[src/rtl/fifo_stream_drain_pkg.sv]
// Shared types and default sizes for the FIFO read-side stream drain.
package fifo_stream_drain_pkg;

  localparam int FIFO_WIDTH_DEF = 16;
  localparam int BUF_DEPTH_DEF  = 3;
  localparam int CNT_W_DEF      = 16;

  typedef enum logic [1:0] {
    IDLE  = 2'd0,
    RUN   = 2'd1,
    DRAIN = 2'd2
  } drain_state_e;

endpackage

[src/rtl/fifo_stream_drain_skid_buf.sv]
// Small circular buffer that absorbs the FIFO read latency.
// DEPTH need not be a power of two, so pointers wrap explicitly.
module fifo_stream_drain_skid_buf #(
  parameter int WIDTH = 16,
  parameter int DEPTH = 3
) (
  input  logic                         clk,
  input  logic                         rst,
  input  logic                         push_i,
  input  logic [WIDTH-1:0]             push_data_i,
  input  logic                         pop_i,
  output logic [WIDTH-1:0]             head_data_o,
  output logic [$clog2(DEPTH+1)-1:0]   occ_o
);

  localparam int PTR_W = (DEPTH > 1) ? $clog2(DEPTH) : 1;
  localparam int OCC_W = $clog2(DEPTH + 1);

  logic [WIDTH-1:0] mem_q [DEPTH];
  logic [PTR_W-1:0] head_q;
  logic [PTR_W-1:0] tail_q;
  logic [OCC_W-1:0] occ_q;
  logic [OCC_W-1:0] occ_d;

  function automatic logic [PTR_W-1:0] next_ptr(input logic [PTR_W-1:0] p);
    return (p == PTR_W'(DEPTH - 1)) ? '0 : p + 1'b1;
  endfunction

  // Simultaneous push and pop leaves occupancy unchanged.
  always_comb begin
    occ_d = occ_q;
    case ({push_i, pop_i})
      2'b10:   occ_d = occ_q + 1'b1;
      2'b01:   occ_d = occ_q - 1'b1;
      default: occ_d = occ_q;
    endcase
  end

  always_ff @(posedge clk or posedge rst) begin
    if (rst) begin
      for (int i = 0; i < DEPTH; i++) begin
        mem_q[i] <= '0;
      end
      head_q <= '0;
      tail_q <= '0;
      occ_q  <= '0;
    end else begin
      if (push_i) begin
        mem_q[tail_q] <= push_data_i;
        tail_q        <= next_ptr(tail_q);
      end
      if (pop_i) begin
        head_q <= next_ptr(head_q);
      end
      occ_q <= occ_d;
    end
  end

  assign head_data_o = mem_q[head_q];
  assign occ_o       = occ_q;

endmodule

[src/rtl/fifo_stream_drain.sv]
// Drains a synchronous FIFO into a valid/ready stream at up to one word per clock,
// counting delivered words and latching FIFO underflow.
module fifo_stream_drain
  import fifo_stream_drain_pkg::*;
#(
  parameter int FIFO_WIDTH = FIFO_WIDTH_DEF,
  parameter int BUF_DEPTH  = BUF_DEPTH_DEF,
  parameter int CNT_W      = CNT_W_DEF
) (
  input  logic                  clk,
  input  logic                  rst,
  input  logic                  enable,
  input  logic [FIFO_WIDTH-1:0] fifo_data_out,
  input  logic                  fifo_empty,
  input  logic                  fifo_underflow,
  output logic                  fifo_rd_en,
  output logic [FIFO_WIDTH-1:0] m_data,
  output logic                  m_valid,
  input  logic                  m_ready,
  output logic [CNT_W-1:0]      word_count,
  output logic                  err_underflow,
  output logic                  busy,
  output logic [1:0]            state_dbg
);

  localparam int OCC_W = $clog2(BUF_DEPTH + 1);
  localparam int SUM_W = OCC_W + 1;

  drain_state_e     state_q;
  logic             inflight_q;
  logic [CNT_W-1:0] word_count_q;
  logic [CNT_W-1:0] word_count_d;
  logic             err_q;
  logic             err_d;

  logic [OCC_W-1:0] occ;
  logic [SUM_W-1:0] fill;
  logic             rd_en;
  logic             pop;

  // Stream handshake: a word transfers on every cycle with m_valid && m_ready;
  // m_valid never depends on m_ready and m_data holds while m_valid && !m_ready.
  assign pop = m_valid && m_ready;

  // Read issue uses only registered occupancy and FIFO flags, so m_ready has no
  // combinational path to fifo_rd_en; a slot is reserved for every in-flight word.
  assign fill  = SUM_W'(occ) + SUM_W'(inflight_q);
  assign rd_en = (state_q == RUN) && !fifo_empty && (fill < SUM_W'(BUF_DEPTH));

  fifo_stream_drain_skid_buf #(
    .WIDTH (FIFO_WIDTH),
    .DEPTH (BUF_DEPTH)
  ) u_skid_buf (
    .clk         (clk),
    .rst         (rst),
    .push_i      (inflight_q),
    .push_data_i (fifo_data_out),
    .pop_i       (pop),
    .head_data_o (m_data),
    .occ_o       (occ)
  );

  always_comb begin
    word_count_d = word_count_q;
    if (pop) begin
      word_count_d = word_count_q + 1'b1;
    end
    err_d = err_q | fifo_underflow;
  end

  always_ff @(posedge clk or posedge rst) begin
    if (rst) begin
      state_q      <= IDLE;
      inflight_q   <= 1'b0;
      word_count_q <= '0;
      err_q        <= 1'b0;
    end else begin
      inflight_q   <= rd_en;
      word_count_q <= word_count_d;
      err_q        <= err_d;
      case (state_q)
        IDLE:    if (enable) state_q <= RUN;
        RUN:     if (!enable) state_q <= DRAIN;
        DRAIN: begin
          if (enable) begin
            state_q <= RUN;
          end else if (occ == '0 && !inflight_q) begin
            state_q <= IDLE;
          end
        end
        default: state_q <= IDLE;
      endcase
    end
  end

  assign fifo_rd_en    = rd_en;
  assign m_valid       = (occ != '0);
  assign word_count    = word_count_q;
  assign err_underflow = err_q;
  assign busy          = (state_q != IDLE);
  assign state_dbg     = state_q;

  a_no_overflow: assert property (@(posedge clk) disable iff (rst)
    fill <= SUM_W'(BUF_DEPTH));

endmodule
[config.mk]
export PLATFORM = sky130hd
export DESIGN_NAME = fifo_stream_drain
export DESIGN_NICKNAME = d
export VERILOG_FILES = /design/src/rtl/fifo_stream_drain_pkg.sv /design/src/rtl/fifo_stream_drain_skid_buf.sv /design/src/rtl/fifo_stream_drain.sv
export SDC_FILE = /design/constraint.sdc
export NUM_CORES = 1
export LEC_CHECK = 0
export BUFFER_PORTS_ARGS = -buffer_cell sky130_fd_sc_hd__buf_2
export CAP_MARGIN = 30
export CORE_ASPECT_RATIO = 1.4
export CORE_UTILIZATION = 59
export CTS_CLUSTER_DIAMETER = 50
export DETAILED_ROUTE_END_ITERATION = 10
export PLACE_DENSITY = 0.84
export SLEW_MARGIN = 20
export SYNTH_ARGS = -nofsm -noshare
export SYNTH_HDL_FRONTEND = slang
export SYNTH_SLANG_ARGS = --single-unit
[constraint.sdc]
create_clock -name clk -period 6.2 [get_ports clk]
set_clock_uncertainty 0.15 [all_clocks]
set_input_delay 0.31 -clock clk [delete_from_list [all_inputs] [get_ports clk]]
set_output_delay 0.31 -clock clk [all_outputs]
set_load 0.005 [all_outputs]
* Word-level counts from Yosys, hierarchy flattened
Index checks and enable logic that the tools add are counted.
** Cells by class
- Add/sub/neg operators :: 6
- Order comparisons :: 4
- Eq/ne operators :: 9
- Muxes and demuxes :: 14
- Bitwise operators :: 3
- Reductions and logical operators :: 13
** Operators with widths (number)
- bitwise mux 48 bit :: 1
- 2-to-1 mux 16 bit :: 3
- binary-select mux 16 bit (select 2 bit) :: 1
- demux 16 bit (select 2 bit) :: 1
- adder 16 x 1 -> 16 bit, second input constant :: 1
- 2-to-1 mux 2 bit :: 6
- == test 2 bit, second input constant :: 4
- adder 2 x 1 -> 2 bit, second input constant :: 3
- greater-or-equal comparator 3 bit, second input constant :: 2
- NOT 2 -> 3 bit :: 2
- case mux 2 bit (3 select lines) :: 1
- nonzero test 2 bit :: 3
- logical AND 1 bit :: 5
- == test 2 x 1 -> 1 bit, second input constant :: 2
- zero test 2 bit :: 2
- != test 2 bit, second input constant :: 2
- case mux 2 bit (2 select lines) :: 1
- adder 2 x 1 -> 3 bit :: 1
- < comparator 3 x 1 -> 1 bit, second input constant :: 1
- < comparator 3 x 2 -> 1 bit, second input constant :: 1
- != test 3 bit, second input constant :: 1
- AND reduction 3 bit :: 1
- zero test 1 bit :: 2
- subtractor 2 x 1 -> 2 bit, second input constant :: 1
- OR 1 bit :: 1
** Word-level totals
- Bits in registers :: 74
- Bits of input ports :: 22
- Output and inout port bits :: 38
- Word-level logic and storage cells :: 59

* Longest topological paths before layout
Gate-level depths: netlist of run 1.
- Depth after elaboration :: 6
- Mapped depth :: 6

* By module
From an unflattened synthesis of run 1, not the netlist that was laid out.
** Unflattened totals
- Cells, all modules :: 250
- Area total of the unflattened synthesis :: 3293.2 um^2
** Modules (own cells, without submodules)
- fifo_stream_drain_skid_buf :: instances 1, cells an instance 177, area an instance 2413.6 um^2, seq. area each 1351.3 um^2
- fifo_stream_drain :: instances 1, cells an instance 73, area an instance 879.6 um^2, seq. area each 500.5 um^2

* Least setup slack after synthesis of run 1
OpenSTA, ideal clock, no wires.
- Path type :: reg-to-output
- Start point :: reg u_skid_buf.occ_q[0], in the netlist u_skid_buf.occ_o[0]
- End point :: out fifo_rd_en
- Arrival time :: 1.447 ns
- Data required time :: 5.740 ns
- Slack :: 4.293 ns
- Stages on the path, launching flop included :: 4
- Path through :: dfrtp_1 -> ha_1 -> ha_1 -> a2111oi_0
** On the way
- Longest elaborated chain between the ends :: 3
** RTL lines
- start, declared :: RTL line fifo_stream_drain_skid_buf.sv:22 : logic [OCC_W-1:0] occ_q;
- start signal, assigned :: RTL line fifo_stream_drain_skid_buf.sv:46 : occ_q <= '0;
- start signal, assigned :: RTL line fifo_stream_drain_skid_buf.sv:55 : occ_q <= occ_d;
- adder 2 x 1 -> 3 bit :: RTL line fifo_stream_drain.sv:47 : assign fill = SUM_W'(occ) + SUM_W'(inflight_q);
- < comparator 3 x 2 -> 1 bit :: RTL line fifo_stream_drain.sv:48 : assign rd_en = (state_q == RUN) && !fifo_empty && (fill < SUM_W'(BUF_DEPTH));
- logical AND 1 bit :: RTL line fifo_stream_drain.sv:48
- end, declared :: RTL line fifo_stream_drain.sv:16 : output logic fifo_rd_en,
No other way between the ends.

* Worst setup path after layout of run 1
- Start point :: reg u_skid_buf.head_q[0]
- End point :: out m_data[1]
** On the way
- Longest elaborated chain between the ends :: 4
** RTL lines
- start, declared :: RTL line fifo_stream_drain_skid_buf.sv:20 : logic [PTR_W-1:0] head_q;
- start signal, assigned :: RTL line fifo_stream_drain_skid_buf.sv:53 : head_q <= next_ptr(head_q);
- NOT 2 -> 3 bit (not written as such) :: RTL line fifo_stream_drain_skid_buf.sv:59 : assign head_data_o = mem_q[head_q];
- binary-select mux 16 bit (select 2 bit) :: RTL line fifo_stream_drain_skid_buf.sv:59
- 2-to-1 mux 16 bit (not written as such) (2 in series) :: RTL line fifo_stream_drain_skid_buf.sv:59
- end, declared :: RTL line fifo_stream_drain.sv:17 : output logic [FIFO_WIDTH-1:0] m_data,
No other way between the ends. The select of a mux whose other input is x is not followed.

==> results of run 1 <==
==> through the flow <==
| step | hold slack [ns] | utilization | instances |
|---|---|---|---|
| finish | 0.0272 | 0.733 | 390 |
| global route | 0.0195 | 0.733 | 390 |
| CTS | 0.0159 | 0.725 | 387 |
| detailed placement | 0.326 | 0.686 | 370 |
| global placement | 0.295 | 0.685 | 370 |
| floorplan | 0.223 | - | 254 |
==> kinds of logic after synthesis <==
kind of cell    Yosys count  share of synthesized area
compound gates           25                     0.0434
xor+xnor                 18                     0.0480
fa+ha+maj                 4                     0.0152
buf+inv                  14                     0.0213
flops                    74                      0.564
mux                      64                      0.225
simple gates             55                     0.0838
==> flip-flops by register name (all words and copies together), names as in the netlist <==
| register | count |
|---|---|
| err_underflow | 1 |
| word_count | 16 |
| u_skid_buf.occ_o | 2 |
| inflight_q | 1 |
| u_skid_buf.tail_q | 2 |
| state_dbg | 2 |
| u_skid_buf.head_q | 2 |
| u_skid_buf.mem_q | 48 |
==> final cells by class <==
cell class                 instances  area (µm²)
clock inverter                     3        40.0
timing repair buffer              65         368
fill                             387        1410
clock buffer                      12         145
multi-input combinational        166        1370
tap                               66        82.6
inverter                           4        15.0
sequential                        74        1850
==> report_power, final <==
part | total (W) | internal, W | switching, W
combinational | 0.000640 | 0.000370 | 0.000269
sequential | 0.000851 | 0.000685 | 0.000166
clock | 0.000357 | 0.000194 | 0.000163
==> worst reg2reg max path, delay by kind of cell (launching register included) <==
| family | cells | cell delay, ns |
|---|---|---|
| AND/OR/NAND/NOR | 1 | 0.75 |
| buffers and inverters | 1 | 0.12 |
| flip-flops | 1 | 0.43 |
| multiplexers | 1 | 0.43 |
==> Yosys cell counts <==
cell type | instances | share of area
sky130_fd_sc_hd__o211ai_1 | 1 | 0.0023
sky130_fd_sc_hd__a2111oi_0 | 1 | 0.0027
sky130_fd_sc_hd__mux2i_1 | 16 | 0.049
sky130_fd_sc_hd__clkbuf_1 | 3 | 0.0034
sky130_fd_sc_hd__buf_4 | 1 | 0.0023
sky130_fd_sc_hd__nor3_4 | 1 | 0.0050
sky130_fd_sc_hd__nand2_1 | 26 | 0.030
sky130_fd_sc_hd__mux2_4 | 10 | 0.046
sky130_fd_sc_hd__a21boi_0 | 1 | 0.0023
sky130_fd_sc_hd__nand4_1 | 4 | 0.0076
sky130_fd_sc_hd__or2_2 | 3 | 0.0057
sky130_fd_sc_hd__dfrtp_1 | 74 | 0.56
sky130_fd_sc_hd__inv_2 | 1 | 0.0011
sky130_fd_sc_hd__xnor2_1 | 13 | 0.035
sky130_fd_sc_hd__inv_1 | 3 | 0.0034
sky130_fd_sc_hd__o21ai_0 | 18 | 0.027
sky130_fd_sc_hd__nor3_2 | 1 | 0.0030
sky130_fd_sc_hd__buf_6 | 1 | 0.0034
sky130_fd_sc_hd__nor2_1 | 3 | 0.0034
sky130_fd_sc_hd__a21o_1 | 2 | 0.0046
sky130_fd_sc_hd__and2_1 | 1 | 0.0019
sky130_fd_sc_hd__buf_2 | 5 | 0.0076
sky130_fd_sc_hd__nand2b_1 | 1 | 0.0019
sky130_fd_sc_hd__and3_1 | 4 | 0.0076
sky130_fd_sc_hd__mux2_2 | 38 | 0.13
sky130_fd_sc_hd__xor2_1 | 5 | 0.013
sky130_fd_sc_hd__nor3_1 | 2 | 0.0030
sky130_fd_sc_hd__o21ai_2 | 1 | 0.0027
sky130_fd_sc_hd__ha_1 | 4 | 0.015
sky130_fd_sc_hd__or3_1 | 1 | 0.0019
sky130_fd_sc_hd__nor2b_1 | 2 | 0.0038
sky130_fd_sc_hd__nand3_1 | 6 | 0.0091
sky130_fd_sc_hd__a21oi_1 | 1 | 0.0015
==> cell usage in the layout (no fill, tap or decap), types with 2 or more instances in the layout <==
cell type and count:
sky130_fd_sc_hd__o21ai_0 18, sky130_fd_sc_hd__nor3_1 2, sky130_fd_sc_hd__xor2_1 5, sky130_fd_sc_hd__ha_1 4
sky130_fd_sc_hd__a21o_1 2, sky130_fd_sc_hd__inv_1 2, sky130_fd_sc_hd__dfrtp_1 74, sky130_fd_sc_hd__clkbuf_8 10
sky130_fd_sc_hd__nand2_1 26, sky130_fd_sc_hd__mux2_2 38, sky130_fd_sc_hd__mux2_4 10, sky130_fd_sc_hd__and3_1 4
sky130_fd_sc_hd__clkinv_2 2, sky130_fd_sc_hd__clkbuf_1 2, sky130_fd_sc_hd__nor2_1 3, sky130_fd_sc_hd__dlygate4sd3_1 3
sky130_fd_sc_hd__buf_2 59, sky130_fd_sc_hd__nand4_1 4, sky130_fd_sc_hd__mux2i_1 16, sky130_fd_sc_hd__inv_2 2
sky130_fd_sc_hd__or2_2 3, sky130_fd_sc_hd__nand3_1 6, sky130_fd_sc_hd__xnor2_1 13
==> routing by layer <==
layer,global-route usage,vias up
met5,0,-
met4,0.0996,0
met3,0.0581,8
met2,0.356,46
met1,0.279,1088
li1,-,1014
==> what timing repair did <==
item	4_1_cts	5_1_grt
gates resized for setup	0	0
hold buffers	2	1
setup buffers	0	0
endpoints found under the hold margin	2	38
==> path summary, 6_finish.rpt <==
kind	startpoint	end	slack [ns]	cells after the start
setup / recovery	u_skid_buf.head_q[0]	m_data[1]	3.56	4
hold reg to reg	word_count[15]	word_count[15]	0.33	1
hold / removal	fifo_underflow	err_underflow	0.03	2
setup reg to reg	inflight_q	u_skid_buf.mem_q[12]	4.21	3
min in group asynchronous	rst	u_skid_buf.mem_q[36]	0.47	4
max in group asynchronous	rst	u_skid_buf.mem_q[40]	4.87	5
==> impl_metrics.json, run 1 <==
{
  "worst-path-max-fanout": 19,
  "layout_worst_path_cycle_share": 0.426,
  "synth.ff_latch_count": 74,
  "finalHoldViolCount": 0,
  "stdcell_area_um2": 3870,
  "timing.final.max_slew_violations": 0,
  "die_width_um": 65.1,
  "finalWirelength_um": 6070,
  "min_path_type": "in -> reg",
  "maximum_number_of_pins_on_one_net_before_global_route_repair": 75,
  "clock-sinks": 74,
  "power.total_w": 0.00185,
  "top_layer": "met4",
  "grt_pass1_wl_um": 9860,
  "cts-buffers-inserted": 9,
  "layout_cell_share_with_drive_strength_beyond_1": 0.407,
  "drt.antenna.violating_nets": 0,
  "worst_setup_hold_path_clk_slew_ns": 0.07,
  "route.detailed.drc": 0,
  "antenna-diode-count": 0,
  "critical-path-top-delay-family": "simple AND/OR/NAND/NOR gates",
  "wl_per_cell_um": 15.6,
  "detailed_place.area_um2": 3620,
  "maxCapViolations": 0,
  "fin_crit_ns": 2.64,
  "via_per_inst": 5.53,
  "setup_repair_after_global_routing_missed_its_margin": "no",
  "fp.dieH_um": 90.3,
  "detail_route.wirelength.met1_um": 2660,
  "dp_worst_setup_slack_ns": 3.84,
  "vias": 2156,
  "crit_path_top_delay_cell": "sky130_fd_sc_hd__nor2b_2",
  "mappedNetlistArea_um2": 3290,
  "cts.path.max_buffers": 2,
  "place.gp.congestion": 0.744,
  "static-leakage-power_nw": 1.86,
  "yosys.cell_types.count": 33,
  "crit_path_start_kind": "register",
  "worst_path_largest_cell_delay_ns": 0.74,
  "layout.nets": 346,
  "cp-end-kind": "output pin",
  "status": "finished clean",
  "die-area_um2": 5880,
  "met2_wirelength_um": 3110,
  "globalRouteOverflowTotal": 0,
  "area_growth_pct": 17.7,
  "critical_path_class": "reg -> out",
  "cellPowerDensity_nw_per_um2": 478,
  "dr_wl_met3_um": 210,
  "max_freq_mhz": 378,
  "ctsHtreeMaxLevel": 3,
  "first_global_vias": 2120,
  "detail_route.iter0.violations": 120,
  "cp.arrival_ns": 2.18,
  "power.ir.vdd_worst_mv": 0.286,
  "finalSetupViolations": 0,
  "syn-instance-count": 254,
  "start_util": 0.623,
  "yosysSeqAreaShare": 0.564,
  "synth_area_per_cell_um2": 12.9,
  "drtPass1Iterations": 4,
  "global_route.usage.total": 0.222,
  "tns_ns": 0,
  "final.setup.worst_slack_ns": 3.56,
  "design.core.area_um2": 5280,
  "tritoncts_clock_tree": "done",
  "worstPathBufferInverterCount": 1,
  "worstPathRequired_ns": 5.74,
  "antenna_found_initial": 0,
  "mappedNetlistNets": 280,
  "timing.critical_path.cells": "nor2b_2, nand2_1, o21ai_0, buf_2",
  "pin_count": 60,
  "clock_tree.root_cell": "sky130_fd_sc_hd__clkbuf_8",
  "row_count": 31,
  "number_of_port_buffers": 59,
  "detailed_place_hpwl_um": 3920,
  "worst_slew_margin_rel": 0.363,
  "worst-slew-pin-transition_ns": 0.955,
  "yosys_warnings": 0,
  "clock_latency_ns": 0.34
}
Power figures use the tool's default switching activity.
==> run 2: changes to the inputs <==
--- a/config.mk
+++ b/config.mk
@@ -8,10 +8,10 @@
 export BUFFER_PORTS_ARGS = -buffer_cell sky130_fd_sc_hd__buf_2
 export CAP_MARGIN = 30
 export CORE_ASPECT_RATIO = 1.4
-export CORE_UTILIZATION = 59
+export CORE_UTILIZATION = 55
 export CTS_CLUSTER_DIAMETER = 50
 export DETAILED_ROUTE_END_ITERATION = 10
-export PLACE_DENSITY = 0.84
+export PLACE_DENSITY = 0.79
 export SLEW_MARGIN = 20
 export SYNTH_ARGS = -nofsm -noshare
 export SYNTH_HDL_FRONTEND = slang
==> constraint.sdc (replaced) <==
create_clock -name clk -period 2.6 [get_ports clk]
set_clock_uncertainty 0.15 [all_clocks]
set_input_delay 0.13 -clock clk [delete_from_list [all_inputs] [get_ports clk]]
set_output_delay 0.13 -clock clk [all_outputs]
set_load 0.005 [all_outputs]
==> impl_metrics.json, run 2 (same netlist as run 1, synthesis figures left out) <==
{
  "clock_latency_ns": 0.35,
  "tns_ns": 0,
  "finalHoldViolCount": 0,
  "crit-reg2reg-capture": "u_skid_buf.mem_q[2]",
  "antenna-diode-count": 0,
  "antenna_found_initial": 0,
  "worstPathRequired_ns": 2.32,
  "detailed_place_hpwl_um": 3830,
  "share_clk_of_total_power": 0.192,
  "cts-buffers-inserted": 9,
  "number_of_port_buffers": 59,
  "pin_count": 60,
  "detail_route.iter0.violations": 130,
  "start_util": 0.582,
  "worst-slew-pin-transition_ns": 0.890,
  "clock-sinks": 74,
  "drt.antenna.violating_nets": 0,
  "clock_tree.root_cell": "sky130_fd_sc_hd__clkbuf_8",
  "seq_power_share": 0.460,
  "finalSetupViolations": 0,
  "tritoncts_clock_tree": "done",
  "max_freq_mhz": 449,
  "worst_slack_on_hold_paths_ns": 0.255,
  "internal_power_w": 0.00299,
  "worst-path-max-fanout": 6,
  "row_count": 32,
  "worst_slew_margin_rel": 0.406,
  "first_global_vias": 2225,
  "fin_crit_ns": 2.22,
  "fp.dieH_um": 93.5,
  "route.detailed.drc": 0,
  "maximum_number_of_pins_on_one_net_before_global_route_repair": 75,
  "finalWirelength_um": 5930,
  "final.setup.worst_slack_ns": 0.375,
  "grt-busiest-layer": "met2",
  "vias": 2193,
  "status": "finished clean",
  "power.ir.vdd_worst_mv": 0.662,
  "share_comb_of_total_power": 0.348,
  "layout.nets": 367,
  "layout_worst_path_cycle_share": 0.856,
  "layout.cells.most_common": "sky130_fd_sc_hd__dfrtp_1",
  "regToRegSetupSlack_ns": 0.65,
  "globalRouteOverflowTotal": 0,
  "finalCoreUtilization": 0.720,
  "grt_util_met3": 0.0476,
  "power.switching_w": 0.00142,
  "timing.final.max_slew_violations": 0,
  "worst_setup_hold_path_clk_slew_ns": 0.07,
  "worst_r2r_path_depth": 3,
  "via_per_inst": 5.30,
  "ctsHtreeMaxLevel": 3,
  "crit_path_start_kind": "register",
  "design.core.area_um2": 5650,
  "global_route.usage.total": 0.217,
  "sw_frac_of_total": 0.323,
  "wl_per_cell_um": 14.3,
  "min_path_type": "in -> async",
  "die-area_um2": 6290,
  "groute.layer.met1.usage": 0.266,
  "largest_reg_flops": 48,
  "place.gp.congestion": 0.726,
  "layout_common_cells": "sky130_fd_sc_hd__dfrtp_1 (74), sky130_fd_sc_hd__buf_2 (59), sky130_fd_sc_hd__mux2_2 (38)",
  "cellPowerDensity_nw_per_um2": 1080,
  "drtPass1Iterations": 4,
  "cp.arrival_ns": 1.94,
  "layout_cell_share_with_drive_strength_beyond_1": 0.390,
  "cts.path.max_buffers": 2,
  "grt_util_met2": 0.349,
  "critical_path_class": "reg -> out",
  "cp-end-kind": "output pin",
  "setup_repair_after_global_routing_missed_its_margin": "no",
  "critical_path.startpoint": "u_skid_buf.occ_o[0]",
  "static-leakage-power_nw": 1.94,
  "die_width_um": 67.3,
  "critical_path.reg2reg.startpoint": "inflight_q",
  "area_growth_pct": 23.7,
  "register_with_the_most_flip_flops": "u_skid_buf.mem_q",
  "dp_worst_setup_slack_ns": 0.641,
  "timing.critical_path.to": "fifo_rd_en",
  "grt_pass1_wl_um": 9900,
  "maxCapViolations": 0
}
-- run 2: cell types whose count changed in the layout (fill, tap and decap cells not counted) --
cell                            before  now
sky130_fd_sc_hd__buf_4               1    5
sky130_fd_sc_hd__dlygate4sd3_1       3   21
sky130_fd_sc_hd__buf_8               1    0
sky130_fd_sc_hd__clkinvlp_4          0    2
sky130_fd_sc_hd__nor2b_1             1    2
sky130_fd_sc_hd__nor2b_2             1    0
sky130_fd_sc_hd__clkbuf_8           10    9
-- run 2: worst max-delay path: stages (launching register included) --
cell	delay (ns)
sky130_fd_sc_hd__dfrtp_1	0.46
sky130_fd_sc_hd__ha_1	0.21
sky130_fd_sc_hd__ha_1	0.26
sky130_fd_sc_hd__a2111oi_0	0.47
sky130_fd_sc_hd__buf_2	0.20
-- run 2: final cells by class --
cell class	count	area [µm²]
Multi-Input combinational cell	166	1360
Fill cell	388	1580
Sequential cell	74	1850
Inverter	4	15.0
Tap cell	68	85.1
Clock inverter	5	55.1
Timing Repair Buffer	86	563
Clock buffer	11	131
-- run 2: stage by stage --
step / area, µm² / total power (W) / instances
floorplan: 3290 / 0.00300 / 254
global placement: 3670 / 0.00349 / 377
detailed placement: 3670 / 0.00356 / 377
CTS: 4070 / 0.00445 / 414
global route: 4070 / 0.00472 / 414
finish: 4070 / 0.00441 / 414
-- run 2: repair_timing --
item | in CTS | in global routing
resized for setup | 0 | 0
endpoints found under the hold margin | 129 | 0
hold buffers | 21 | 0
setup buffers | 0 | 0
-- run 2: worst min-delay path by stage --
stage | startpoint | to | slack (ns)
after floorplan | enable | state_dbg[1] | 0.04
after global placement | rst | u_skid_buf.mem_q[36] | 0.09
after detailed placement | rst | u_skid_buf.mem_q[21] | 0.1
after CTS | rst | u_skid_buf.mem_q[36] | 0.26
after global routing | rst | u_skid_buf.mem_q[24] | 0.32
final | rst | u_skid_buf.mem_q[36] | 0.26
-- run 2: layer usage --
| layer | up-vias | share of wire |
|---|---|---|
| li1 | 1063 | - |
| met1 | 1076 | 0.46 |
| met2 | 42 | 0.49 |
| met3 | 12 | 0.031 |
| met4 | 0 | 0.025 |
| met5 | - | 0 |
-- run 2: power by group through the flow --
stage                     logic [W]  clock network, W  registers, W
after floorplan             0.00111                 0       0.00189
after global placement      0.00147                 0       0.00202
after detailed placement    0.00152                 0       0.00204
after CTS                   0.00155          0.000873       0.00203
after global routing        0.00170          0.000912       0.00210
final                       0.00154          0.000845       0.00203
